===== config.mk =====
export PLATFORM = sky130hd
export DESIGN_NAME = mux2_rr_arbiter
export DESIGN_NICKNAME = d
export VERILOG_FILES = /design/src/rtl/mux2_rr_arbiter_pkg.sv /design/src/rtl/mux2_rr_arbiter_mux.sv /design/src/rtl/mux2_rr_arbiter.sv
export SDC_FILE = /design/constraint.sdc
export NUM_CORES = 1
export LEC_CHECK = 0
export ABC_AREA = 1
export BUFFER_PORTS_ARGS = -buffer_cell sky130_fd_sc_hd__buf_2
export CAP_MARGIN = 20
export CORE_MARGIN = 4
export CORE_UTILIZATION = 35
export CTS_CLUSTER_DIAMETER = 30
export DETAILED_ROUTE_END_ITERATION = 6
export PLACE_DENSITY = 0.7
export SLEW_MARGIN = 20
export SYNTH_ARGS = -nofsm -noshare
export SYNTH_HDL_FRONTEND = slang
export SYNTH_SLANG_ARGS = --single-unit

===== constraint.sdc =====
create_clock -name clk -period 1.8 [get_ports clk]
set_input_delay 0.09 -clock clk [delete_from_list [all_inputs] [get_ports clk]]
set_output_delay 0.09 -clock clk [all_outputs]
set_load 0.05 [all_outputs]

===== src/rtl/mux2_rr_arbiter_pkg.sv =====
// rtl/mux2_rr_arbiter_pkg.sv - shared state encoding and width helper for the 2:1 round-robin arbiter
package mux2_rr_arbiter_pkg;

  typedef enum logic [1:0] {
    ST_IDLE = 2'd0,
    ST_GNT0 = 2'd1,
    ST_GNT1 = 2'd2
  } state_t;

  function automatic int clog2(input int value);
    int r;
    r = 0;
    for (int v = value - 1; v > 0; v = v >>> 1) begin
      r = r + 1;
    end
    return r;
  endfunction

endpackage


===== src/rtl/mux2_rr_arbiter_mux.sv =====
// rtl/mux2_rr_arbiter_mux.sv - combinational 2:1 mux carrying beat data plus last flag
module mux2_data #(
  parameter int W = 9
) (
  input  logic         sel,
  input  logic [W-1:0] a,
  input  logic [W-1:0] b,
  output logic [W-1:0] y
);

  assign y = sel ? b : a;

endmodule


===== src/rtl/mux2_rr_arbiter.sv =====
// rtl/mux2_rr_arbiter.sv - packet-aware round-robin arbiter sharing one valid/ready channel between two requesters
module mux2_rr_arbiter
  import mux2_rr_arbiter_pkg::*;
#(
  parameter int DATA_W    = 8,
  parameter int MAX_BURST = 16
) (
  input  logic              clk,
  input  logic              rst_n,
  input  logic              req0_valid,
  input  logic [DATA_W-1:0] req0_data,
  input  logic              req0_last,
  output logic              req0_ready,
  input  logic              req1_valid,
  input  logic [DATA_W-1:0] req1_data,
  input  logic              req1_last,
  output logic              req1_ready,
  output logic              out_valid,
  output logic [DATA_W-1:0] out_data,
  output logic              out_last,
  input  logic              out_ready,
  output logic              sel,
  output logic              busy
);

  localparam int CNT_W = clog2(MAX_BURST + 1);
  localparam logic [CNT_W-1:0] CNT_TOP = CNT_W'(MAX_BURST - 1);

  state_t           state, state_nxt;
  logic             sel_nxt;
  logic             last_gnt, last_gnt_nxt;
  logic [CNT_W-1:0] beat_cnt, beat_cnt_nxt;
  logic             xfer;
  logic             other_valid;
  logic             release_now;

  mux2_data #(.W(DATA_W + 1)) u_mux (
    .sel (sel),
    .a   ({req0_last, req0_data}),
    .b   ({req1_last, req1_data}),
    .y   ({out_last, out_data})
  );

  // last_gnt resets to 1 so requester 0 wins the first tie
  always_ff @(posedge clk or negedge rst_n) begin
    if (!rst_n) begin
      state    <= ST_IDLE;
      sel      <= 1'b0;
      last_gnt <= 1'b1;
      beat_cnt <= '0;
    end else begin
      state    <= state_nxt;
      sel      <= sel_nxt;
      last_gnt <= last_gnt_nxt;
      beat_cnt <= beat_cnt_nxt;
    end
  end

  always_comb begin
    state_nxt    = state;
    sel_nxt      = sel;
    last_gnt_nxt = last_gnt;
    beat_cnt_nxt = beat_cnt;
    other_valid  = (state == ST_GNT1) ? req0_valid : req1_valid;
    release_now  = out_last || ((beat_cnt == CNT_TOP) && other_valid);
    case (state)
      ST_IDLE: begin
        if (req0_valid && req1_valid) begin
          state_nxt = last_gnt ? ST_GNT0 : ST_GNT1;
          sel_nxt   = ~last_gnt;
        end else if (req0_valid) begin
          state_nxt = ST_GNT0;
          sel_nxt   = 1'b0;
        end else if (req1_valid) begin
          state_nxt = ST_GNT1;
          sel_nxt   = 1'b1;
        end
      end
      ST_GNT0, ST_GNT1: begin
        if (xfer) begin
          if (release_now) begin
            last_gnt_nxt = (state == ST_GNT1);
            beat_cnt_nxt = '0;
            // hand straight over to a waiting peer; otherwise pass through IDLE to re-arbitrate
            if (other_valid) begin
              state_nxt = (state == ST_GNT0) ? ST_GNT1 : ST_GNT0;
              sel_nxt   = (state == ST_GNT0);
            end else begin
              state_nxt = ST_IDLE;
            end
          end else begin
            beat_cnt_nxt = (beat_cnt == CNT_TOP) ? '0 : beat_cnt + CNT_W'(1);
          end
        end
      end
      default: state_nxt = ST_IDLE;
    endcase
  end

  always_comb begin
    out_valid  = ((state == ST_GNT0) && req0_valid) || ((state == ST_GNT1) && req1_valid);
    req0_ready = (state == ST_GNT0) && out_ready;
    req1_ready = (state == ST_GNT1) && out_ready;
    busy       = (state != ST_IDLE);
    xfer       = out_valid && out_ready;
  end

endmodule


==> flow_summary.json, run 1 <==
{
  "start_util_pct": 37.0,
  "area_growth_pct": 29.3,
  "drt-total-wl_um": 1930,
  "slew_headroom_pct": 68.9,
  "fmax_mhz": 629,
  "finalSetupViolations": 0,
  "synth_area_leader_cell": "dfrtp_1",
  "drive_gt1_share_pct": 42.3,
  "tightest_slew_ns": 0.467,
  "vias_per_cell": 4.66,
  "vias": 824,
  "synth_cell_types": 25,
  "gp_congestion": 0.909,
  "crit_required_ns": 1.71,
  "cp_num_buf_inv": 1,
  "grt_use_total_pct": 13.4,
  "ant_nets": 0,
  "syn-num-nets": 138,
  "cap_viol_max_count": 0,
  "clkTransAtPathRegs_ns": 0.06,
  "dp_hpwl_um": 1700,
  "num_io_pins": 37,
  "rr_endpoint": "sel",
  "drt_pass1_iterations": 4,
  "synth-edff-count": 0,
  "critPathMaxFanout": 14,
  "grt_pass1_wl_um": 3340,
  "drt-wirelength-per-cell_um": 10.9,
  "placed_cells": 172,
  "dieArea_um2": 3180,
  "grt_max_degree": 15,
  "r2r_cells": 9,
  "cts_resized": 0,
  "grt-ovfl-total": 0,
  "cts.sinks": 9,
  "power_density_nw_per_um2": 1620,
  "path_delay_family": "flip-flops",
  "async_flop_share_pct": 100,
  "netlist_area_um2": 820,
  "path_cells": "mux2_2, buf_2",
  "yosys-top-cells-area": "dfrtp_1, nand2_1, mux2_2",
  "status": "finished clean",
  "tns_ns": 0,
  "min_path_type": "in2async",
  "cts_max_path_buffers": 2,
  "ys.flop_type": "dfrtp_1",
  "rows": 17,
  "die_h_um": 56.4,
  "grt_pass1_vias": 852,
  "grt_setup_unrepaired": "false",
  "finalHoldViolCount": 0,
  "io_buffers": 36,
  "critPathArrivalTime_ns": 1.50,
  "diodes": 0,
  "cts_tree": "built",
  "crit_slowest_cell": "dfrtp_1",
  "fin_crit_ns": 1.59,
  "syn_inst": 109,
  "startpoint_type": "flop",
  "core_um2": 2210,
  "worst_clock_skew_ns": 0.000374,
  "yosys_register_bits": 9,
  "finalNonFillerCells": 177,
  "drt_iter0_drc": 13,
  "cp-end-kind": "output port",
  "route.detailed.drc": 0,
  "ir_worst_vdd_v": 0.000964,
  "yosysTopAreaCellShare_pct": 24.4,
  "cts_buffers": 3,
  "clk_latency_ns": 0.26,
  "yosysWarningCount": 0,
  "final_nets": 179,
  "worst-setup-path-type": "reg2out",
  "r2r-start": "state[1]",
  "synth_most_common_cell": "nand2_1",
  "syn_avg_cell_area_um2": 7.52,
  "antenna_found_initial": 0,
  "ys_seq_area_share_pct": 27.6,
  "cts_root_buffer": "clkbuf_4",
  "die_x_um": 56.4,
  "slowest_delay_ns": 0.63,
  "synthTopCellsByCount": "nand2_1, inv_1, nand3_1",
  "leakagePower_nw": 0.593,
  "drv_slew": 0,
  "holdWs_ns": 0.201,
  "fin_crit_sh_pct": 88.3,
  "ff2ff_setup_slack_ns": 0.24,
  "htreeDepth": 1
}
## metal layers
metal | up-vias | wire [um] | track usage, %
li1 | 432 | - | -
met1 | 350 | 755 | 13.7
met2 | 36 | 988 | 24.2
met3 | 6 | 134 | 3.68
met4 | 0 | 47 | 7.80
met5 | - | 0 | 0
## power by group
group	leakage [nW]	switching, W	internal (W)	total [W]
Clock	0.0150	0.0000740	0.0000857	0.000160
Combinational	0.461	0.000832	0.000374	0.00121
Sequential	0.117	0.0000886	0.000267	0.000356
Total	0.593	0.000994	0.000727	0.00172
## worst register-to-register path: stages (launching register included)
cell and delay, ns:
dfrtp_1 0.41, inv_1 0.09, ha_1 0.42, inv_2 0.09, nand2_1 0.07, nand3_1 0.07, nor2_1 0.12, nand2_1 0.06
nand2_1 0.05, nand2_1 0.05
## how the worst max path moves through the flow
stage                   to  cells past startpoint      from  slack, ns
6_report       out_data[2]                      2       sel       0.21
2_1_floorplan  beat_cnt[3]                      5       sel      0.007
5_1_grt                sel                      9  state[1]       0.08
3_5_place_dp           sel                      9  state[1]       0.24
4_1_cts        out_data[2]                      2       sel       0.19
3_3_place_gp           sel                      9  state[0]       0.31
## stage by stage
step           cell area [um2]  total power [W]  utilization (%)  worst slack, ns
2_1_floorplan              820          0.00135                -          0.00740
5_1_grt                   1060          0.00188             47.9           0.0768
6_report                  1060          0.00172             47.9            0.210
3_3_place_gp              1020          0.00155             46.3            0.313
3_5_place_dp              1020          0.00158             46.3            0.237
4_1_cts                   1060          0.00174             47.9            0.188
## flip-flops by register name, indices dropped and copies added, names as in the netlist
signal	count
last_gnt	1
state	2
sel	1
beat_cnt	5
## cells in the final DEF, fill, tap and decap left out, types with 3 or more instances in the layout
| cell | Yosys | layout |
|---|---|---|
| a21oi_1 | 3 | 3 |
| buf_2 | 0 | 36 |
| clkbuf_4 | 0 | 3 |
| dfrtp_1 | 8 | 8 |
| ha_1 | 6 | 6 |
| inv_1 | 9 | 9 |
| mux2_2 | 8 | 8 |
| nand2_1 | 35 | 35 |
| nand3_1 | 9 | 9 |
| nor2_1 | 8 | 8 |
| o21ai_0 | 3 | 3 |
## kinds of logic after synthesis
logic type      Yosys count  synth area share, %
flops                     9                 27.6
simple gates             64                 37.9
mux                       8                 11.0
fa+ha+maj                 6                 9.16
buf+inv                  12                 6.56
compound gates           10                 7.79
## repair_timing
item	in CTS	in global routing
hold buffers	1	0
hold endpoints to repair	9	0
buffers inserted	0	0
## final cells by class
| class | instances | area [um2] |
|---|---|---|
| fillers | 235 | 1150 |
| multi-input cells | 88 | 539 |
| repair buffers | 37 | 190 |
| well taps | 28 | 35.0 |
| clock buffers | 4 | 26.3 |
| flip-flops and latches | 9 | 226 |
| inverters | 11 | 42.5 |
No activity file was read; power rests on OpenSTA's default activity.
==> run 2, diff against run 1 <==
--- a/config.mk
+++ b/config.mk
@@ -6,13 +6,14 @@
 export NUM_CORES = 1
 export LEC_CHECK = 0
 export ABC_AREA = 1
+export ABC_CLOCK_PERIOD_IN_PS = 1800
 export BUFFER_PORTS_ARGS = -buffer_cell sky130_fd_sc_hd__buf_2
 export CAP_MARGIN = 20
 export CORE_MARGIN = 4
 export CORE_UTILIZATION = 35
 export CTS_CLUSTER_DIAMETER = 30
 export DETAILED_ROUTE_END_ITERATION = 6
-export PLACE_DENSITY = 0.7
+export PLACE_DENSITY = 0.69
 export SLEW_MARGIN = 20
 export SYNTH_ARGS = -nofsm -noshare
 export SYNTH_HDL_FRONTEND = slang
==> run 2 against run 1 <==
Against the previous run: first-iteration DRC count fell by 38%; via count rose by 0.73%; setup slack got worse by 0.0020 ns; combinational power barely moved; design area did not move; cell count did not move; total power rose by 0.77%; clock skew rose by 0.011 ns; critical path type unchanged; critical endpoint unchanged; largest power group unchanged.
==> flow_summary.json, run 2 (synthesis gave the netlist of run 1 again) <==
{
  "critPathArrivalTime_ns": 1.50,
  "drt_pass1_iterations": 5,
  "grt-ovfl-total": 0,
  "grt_pass1_vias": 857,
  "multi_input_area_um2": 539,
  "power_density_nw_per_um2": 1640,
  "grt_pass1_wl_um": 3370,
  "vias": 830,
  "finalSetupViolations": 0,
  "leakagePower_nw": 0.593,
  "largest_reg_flops": 5,
  "cap_viol_max_count": 0,
  "cts.sinks": 9,
  "tns_ns": 0,
  "grt_use_total_pct": 13.3,
  "gp_congestion": 0.898,
  "route.detailed.drc": 0,
  "final_nets": 179,
  "htreeDepth": 1,
  "cts_root_buffer": "clkbuf_4",
  "drt-total-wl_um": 1910,
  "dp_hpwl_um": 1670,
  "clk_latency_ns": 0.27,
  "diodes": 0,
  "area_growth_pct": 29.3,
  "finalNonFillerCells": 177,
  "tightest_slew_ns": 0.479,
  "grt_setup_unrepaired": "false",
  "drv_slew": 0,
  "start_util_pct": 37.0,
  "ir_worst_vdd_v": 0.000951,
  "cts_resized": 0,
  "min_path_type": "in2async",
  "antenna_found_initial": 0,
  "cts_buffers": 3,
  "drive_gt1_share_pct": 42.3,
  "post_cts_buffers": 0,
  "drt-wirelength-per-cell_um": 10.8,
  "grt_max_degree": 15,
  "rows": 17,
  "fin_crit_sh_pct": 88.5,
  "die_x_um": 56.4,
  "vias_per_cell": 4.69,
  "p_total_w": 0.00173,
  "largest-register": "beat_cnt",
  "cp-end-kind": "output port",
  "fin_crit_ns": 1.59,
  "dieArea_um2": 3180,
  "final_cell_mix": "buf_2, nand2_1, inv_1, nand3_1",
  "final_common_cell": "buf_2",
  "drt_iter0_drc": 8,
  "clkTransAtPathRegs_ns": 0.07,
  "status": "finished clean",
  "cts_tree": "built",
  "worst-setup-path-type": "reg2out",
  "placed_cells": 172,
  "fin_area_um2": 1060,
  "num_io_pins": 37,
  "cts_max_path_buffers": 2,
  "ant_nets": 0,
  "die_h_um": 56.4,
  "register_area_um2": 226,
  "slew_headroom_pct": 68.1,
  "core_um2": 2210,
  "finalHoldViolCount": 0,
  "critPathMaxFanout": 14,
  "top_regs": "beat_cnt x5, state x2",
  "fillers": 240,
  "crit_required_ns": 1.71,
  "post_dp_cell_area_um2": 1020,
  "worst_clock_skew_ns": 0.0109,
  "fmax_mhz": 628,
  "io_buffers": 36,
  "startpoint_type": "flop"
}
-- run 2: cell counts in the layout (fill, tap and decap cells not counted) --
Identical to the previous run, type by type.
-- run 2: repair_timing --
action	in CTS	in global routing
hold buffers	1	0
endpoints found under the hold margin	9	0
setup endpoints to repair	0	0
-- run 2: routing by layer --
| layer | wire length, um | share of wire [%] | global-route usage (%) |
|---|---|---|---|
| met4 | 33 | 1.7 | 7.80 |
| met1 | 744 | 39 | 13.6 |
| met2 | 1000 | 52 | 24.0 |
| met3 | 130 | 6.8 | 3.68 |
| met5 | 0 | 0 | 0 |
-- run 2: report_power, final --
group          switching [W]  internal [W]  leakage [nW]  total (W)
sequential         0.0000916      0.000267         0.117   0.000359
combinational       0.000840      0.000375         0.461    0.00122
clock              0.0000742     0.0000855        0.0150   0.000160
total                0.00101      0.000728         0.593    0.00173
-- run 2: worst max-delay path: stages, from the launching register on --
cell     delay, ns
dfrtp_1       0.64
mux2_2        0.39
buf_2         0.21
-- run 2: worst paths after layout --
path                       slack [ns]  cells past startpoint  startpoint          end
max                              0.21                      2         sel  out_data[2]
max reg2reg                      0.21                      9    state[0]          sel
max in group asynchronous        1.36                      2       rst_n     last_gnt
min in group clk                 0.25                      4   out_ready  beat_cnt[2]
min                              0.20                      2       rst_n  beat_cnt[2]
min reg2reg                      0.48                      2    last_gnt     last_gnt
-- run 2: per-stage QoR --
step / hold slack (ns) / worst slack (ns) / utilization, %
4_1_cts: 0.203 / 0.173 / 47.9
2_1_floorplan: -0.206 / 0.00740 / -
6_report: 0.197 / 0.208 / 47.9
5_1_grt: 0.226 / 0.0508 / 47.9
3_3_place_gp: -0.0478 / 0.313 / 46.3
3_5_place_dp: -0.0463 / 0.223 / 46.3
-- run 2: layout make-up --
cell class                 count  share of cell area, %
timing repair buffer          37                   17.9
clock buffer                   4                   2.48
tap                           28                   3.31
inverter                      11                   4.01
sequential                     9                   21.4
multi-input combinational     88                   50.9
